File: config.mk
export PLATFORM = sky130hd
export DESIGN_NAME = pll_lock_sequencer
export DESIGN_NICKNAME = d
export VERILOG_FILES = /design/src/rtl/pll_lock_sequencer.sv
export SDC_FILE = /design/constraint.sdc
export NUM_CORES = 1
export LEC_CHECK = 0
export ABC_CLOCK_PERIOD_IN_PS = 2500
export BUFFER_PORTS_ARGS = -buffer_cell sky130_fd_sc_hd__buf_2
export CAP_MARGIN = 20
export CORE_ASPECT_RATIO = 0.7
export CORE_MARGIN = 10
export CORE_UTILIZATION = 40
export CTS_CLUSTER_DIAMETER = 60
export CTS_CLUSTER_SIZE = 10
export DETAILED_ROUTE_END_ITERATION = 12
export PLACE_DENSITY = 0.56
export SYNTH_ARGS = -nofsm -noshare
export SYNTH_HDL_FRONTEND = slang
export SYNTH_SLANG_ARGS = --single-unit
File: constraint.sdc
create_clock -name CLKIN -period 2.5 [get_ports CLKIN]
set_input_delay 0.125 -clock CLKIN [delete_from_list [all_inputs] [get_ports CLKIN]]
set_output_delay 0.125 -clock CLKIN [all_outputs]
set_load 0.01 [all_outputs]
File: src/rtl/pll_lock_sequencer.sv
// PLL lock sequencer: pulses rPLL RESET, waits for a stable LOCK,
// then releases the core reset; re-sequences on lock loss or timeout.
module pll_lock_sequencer #(
  parameter int PLL_RST_CYCLES = 16,
  parameter int STABLE_CYCLES  = 1024,
  parameter int LOCK_TIMEOUT   = 65536,
  parameter int CNT_W          = 17
) (
  input  logic       CLKIN,
  input  logic       RESETN,
  input  logic       LOCK,
  output logic       PLL_RESET,
  output logic       SYS_RESETN,
  output logic [1:0] STATE,
  output logic [3:0] RETRY_CNT,
  output logic [7:0] LOSS_CNT
);

  typedef enum logic [1:0] {
    S_PLLRST   = 2'd0,
    S_WAITLOCK = 2'd1,
    S_STABLE   = 2'd2,
    S_RUN      = 2'd3
  } state_t;

  localparam logic [CNT_W-1:0] PLL_LAST =
    CNT_W'(PLL_RST_CYCLES - 1);
  localparam logic [CNT_W-1:0] STB_LAST =
    CNT_W'(STABLE_CYCLES - 1);
  localparam logic [CNT_W-1:0] TMO_LAST =
    CNT_W'(LOCK_TIMEOUT - 1);

  logic             sync1_q;
  logic             sync2_q;
  logic             lock_s;
  state_t           state_q;
  state_t           state_d;
  logic [CNT_W-1:0] cnt_q;
  logic [CNT_W-1:0] cnt_d;
  logic [3:0]       retry_q;
  logic [3:0]       retry_d;
  logic [7:0]       loss_q;
  logic [7:0]       loss_d;

  assign lock_s = sync2_q;

  // Two-flop synchronizer bringing async LOCK into CLKIN domain
  always_ff @(posedge CLKIN) begin
    if (!RESETN) begin
      sync1_q <= 1'b0;
      sync2_q <= 1'b0;
    end else begin
      sync1_q <= LOCK;
      sync2_q <= sync1_q;
    end
  end

  // State register with shared cycle counter and event counters
  always_ff @(posedge CLKIN) begin
    if (!RESETN) begin
      state_q <= S_PLLRST;
      cnt_q   <= '0;
      retry_q <= '0;
      loss_q  <= '0;
    end else begin
      state_q <= state_d;
      cnt_q   <= cnt_d;
      retry_q <= retry_d;
      loss_q  <= loss_d;
    end
  end

  // Next-state and counter update; lock_s beats timeout in WAITLOCK
  always_comb begin
    state_d = state_q;
    cnt_d   = cnt_q;
    retry_d = retry_q;
    loss_d  = loss_q;
    unique case (state_q)
      S_PLLRST: begin
        if (cnt_q == PLL_LAST) begin
          state_d = S_WAITLOCK;
          cnt_d   = '0;
        end else begin
          cnt_d = cnt_q + 1'b1;
        end
      end
      S_WAITLOCK: begin
        if (lock_s) begin
          state_d = S_STABLE;
          cnt_d   = '0;
        end else if (cnt_q == TMO_LAST) begin
          state_d = S_PLLRST;
          cnt_d   = '0;
          if (retry_q != 4'hf)
            retry_d = retry_q + 4'd1;
        end else begin
          cnt_d = cnt_q + 1'b1;
        end
      end
      S_STABLE: begin
        if (!lock_s) begin
          state_d = S_WAITLOCK;
          cnt_d   = '0;
        end else if (cnt_q == STB_LAST) begin
          state_d = S_RUN;
        end else begin
          cnt_d = cnt_q + 1'b1;
        end
      end
      S_RUN: begin
        if (!lock_s) begin
          state_d = S_PLLRST;
          cnt_d   = '0;
          if (loss_q != 8'hff)
            loss_d = loss_q + 8'd1;
        end
      end
      default: begin
        state_d = S_PLLRST;
        cnt_d   = '0;
      end
    endcase
  end

  // Moore outputs decoded straight from the state register
  always_comb begin
    PLL_RESET  = (state_q == S_PLLRST);
    SYS_RESETN = (state_q == S_RUN);
    STATE      = state_q;
    RETRY_CNT  = retry_q;
    LOSS_CNT   = loss_q;
  end

endmodule

==> summary.md <==
| Metric | Value |
|---|---|
| CP most frequent cell | nand4_1 |
| Slew Limit Headroom | 51.1% |
| Power, Total | 1.03 mW |
| RSZ-0062 raised after global routing | no |
| Initial Utilization | 42.8% |
| Synth area leaders | dfxtp_1 38%, and2_1 5.0%, xnor2_1 5.0% |
| Sw Ratio | 22.3% |
| Post-synthesis async set-or-reset flop share | 0% |
| Final count of hold timing violations | 0 |
| Num ports | 19 |
| Setup crit end kind | flop |
| Critical Path Sink | RETRY_CNT[3] |
| P per Cell Area | 518 mW/mm² |
| Cell Area, Placed | 0.00188 mm² |
| RR Endpoint | RETRY_CNT[3] |
| Max Clk Rate | 444 MHz |
| Reg2Reg Depth | 8 |
| Drt total wl | 4020 µm |
| Crit path max fanout | 5 |
| Worst Path Buf+Inv | 0 |
| Cells after synthesis | 207 |
| Vias per cell | 5.38 |
| CTS max path bufs | 2 |
| Crit path max-delay family | simple AND/OR/NAND/NOR gates |
| Vias in the first global route | 1379 |
| Hold-fix buffers, CTS | 0 |
| Status | complete, no violations |
| CTS tree | done |
| WP depth | 8 |
| DP Worst Slack | 251 ps |
| Via count | 1513 |
| Drt wl/cell | 14.3 µm |
| Remaining Overflow, GRT | 0 |
| Crit-path max cell delay | 410 ps |
| Area delta synth->final | 14.1% |
| CTS Sinks | 33 |
| Share of the synthesized area in the top cell type | 38.0% |
| WHS | 39.3 ps |
| CTS buffer count | 5 |
| DRC | 0 |
| Design Area, Final | 0.00198 mm² |
| Antenna violations before repair | 0 |
| Mean area per synthesized cell | 8.40 µm² |
| EDFF count, synth | 0 |
| Die Wd | 98.8 µm |
| Critical Path RT | 2690 ps |
| Global-route wire length before repair | 6680 µm |
| Port buffer count | 18 |
| Worst-path cell chain | nand4_1 > or3_1 > nor3_1 > ha_1 > and3_1 > nand4_1 > xnor2_1 > and2_1 |
| Max-slew violation count | 0 |
| Final setup TNS | 0 ps |
| CTS H-tree depth | 2 |
| Main synth FF type | dfxtp_1 |
| Slowest CP cell | dfxtp_1 |
| Ratio of cells with drive above 1 in the final layout | 16.2% |
| Die Y | 75.2 µm |
| Max Clock Skew | 7.53 ps |
| Largest net degree at the start of global routing | 19 |
| DR iter-0 viols | 97 |
| Internal power | 0.798 mW |
| Fin cells | 281 |
| Clock network power share | 43.8% |
| DR pass1 iterations | 4 |
| ANT cells | 0 |
| Slew @ Worst Pin | 731 ps |
| Skew-Pair Late Insertion Delay | 290 ps |
| Peak VDD IR | 0.288 mV |
| P_leak | 0.790 nW |
| Placed cells | 273 |
| Sequential area share after synthesis | 38.0% |
| CP Launch Point | cnt_q[4] |
| R2r setup slk | 250 ps |
| CP Class | reg -> reg |
| CP arrival | 2440 ps |
| Final setup viols | 0 |
| Final Wtd Congestion | 0.970 |
| Area leader, netlist | dfxtp_1 |
| Net count after synthesis | 215 |
| Fillers | 400 |
| Clock root buffer | clkbuf_8 |
| Tot GR Track Use | 11.1% |
| Worst Slack Setup Final | 249 ps |
| Core area | 0.00407 mm² |
| Buffer count from post-CTS setup fixing | 0 |
| Dpl hpwl | 2930 µm |
| Clock-pin slew on the worst setup and hold paths | 70 ps |
| Die area | 0.00743 mm² |
| End-of-flow core utilization | 48.8% |
| Seq cells post-synth | 33 |
| Unique cell type count in the Yosys netlist | 41 |
| Tmin final | 2250 ps |
| Warnings from Yosys | 0 |
| Final Net Count | 236 |
| Cell Area, Synth | 0.00174 mm² |
| P_sw | 0.229 mW |
| Row count | 19 |
| Hold Path Class | in -> reg |
| Sequential Power Share | 52.6% |
| Worst R2R Start | cnt_q[4] |
| Post-detailed-route count of antenna-violating nets | 0 |
| Max-cap violations | 0 |
| Comb pwr share | 3.6% |
| Kind of start point of the critical path | flop |
| Cts repair resizes | 0 |
| Period utilization | 90.0% |
## cell usage after synthesis, types with 2 or more instances
library cell	instances
nand2_1	15
nand3_1	12
o211ai_1	2
inv_1	9
clkbuf_1	6
nor2_1	18
xnor2_1	10
or2_2	2
mux2i_1	2
nor2b_1	2
a21oi_1	7
nor4_1	3
nor3_1	12
dfxtp_1	33
and2_1	14
or4_4	2
and3_1	3
or3_1	5
xor2_1	9
ha_1	5
o31ai_1	4
nand4_1	7
or4_1	2
a21o_1	2
o21ai_0	5
## per-layer routing
| layer | track usage (%) | vias to the layer above | routed length (µm) |
|---|---|---|---|
| li1 | - | 770 | - |
| met2 | 15.9 | 23 | 1680 |
| met5 | 0 | - | 0 |
| met3 | 3.47 | 8 | 199 |
| met4 | 4.44 | 0 | 58 |
| met1 | 15.2 | 712 | 2080 |
## kinds of logic after synthesis
logic type / Yosys count / share of synthesized area (%)
AND/OR/NAND/NOR: 102 / 31.7
flip-flops: 33 / 38.0
AO/OA/AOI/OAI: 29 / 11.7
XOR/XNOR: 19 / 9.57
buffers and inverters: 17 / 4.32
adder cells (fa/ha/maj): 5 / 3.60
multiplexers: 2 / 1.15
## layout by cell type, fill, tap and decap left out, types with 5 or more instances in the layout
master	Yosys	routed
ha_1	5	5
nand2_1	15	15
inv_1	9	9
xnor2_1	10	10
nor3_1	12	12
and2_1	14	14
nand4_1	7	7
a21oi_1	7	7
o21ai_0	5	5
dfxtp_1	33	33
buf_2	0	18
nor2_1	18	18
or3_1	5	5
clkbuf_8	0	7
nand3_1	12	12
xor2_1	9	9
## how the worst min path moves through the flow
| stage | from | end | slack (ps) | cells after the start |
|---|---|---|---|---|
| global route | LOCK | sync1_q | 40 | 2 |
| detailed placement | LOCK | sync1_q | 340 | 2 |
| CTS | LOCK | sync1_q | 40 | 2 |
| global placement | LOCK | sync1_q | 330 | 2 |
| finish | LOCK | sync1_q | 40 | 2 |
| floorplan | RESETN | RETRY_CNT[0] | 250 | 1 |
## layout make-up
cell class | count | area (µm²) | share of cell area (%)
Clock buffer | 7 | 96.3 | 4.85
Multi-Input combinational cell | 157 | 1000 | 50.6
Sequential cell | 33 | 661 | 33.3
Inverter | 9 | 33.8 | 1.70
Clock inverter | 1 | 5.00 | 0.252
Tap cell | 52 | 65.1 | 3.28
Timing Repair Buffer | 22 | 120 | 6.05
## sequential cells by signal (all words and copies together), names as in the netlist
| signal | flops |
|---|---|
| STATE | 2 |
| cnt_q | 17 |
| sync1_q | 1 |
| RETRY_CNT | 4 |
| LOSS_CNT | 8 |
| lock_s | 1 |
## power by group through the flow
stage	clock network, mW	registers (mW)	logic (mW)
finish	0.450	0.540	0.0369
floorplan	0	0.549	0.0297
global placement	0	0.552	0.0365
detailed placement	0	0.552	0.0372
global route	0.489	0.541	0.0421
CTS	0.459	0.540	0.0373
## worst register-to-register path: stages, from the launching register on
cell	delay, ps
dfxtp_1	410
nand4_1	160
or3_1	390
nor3_1	270
ha_1	260
and3_1	260
nand4_1	130
xnor2_1	130
and2_1	140
(Power assumes the default switching activity.)
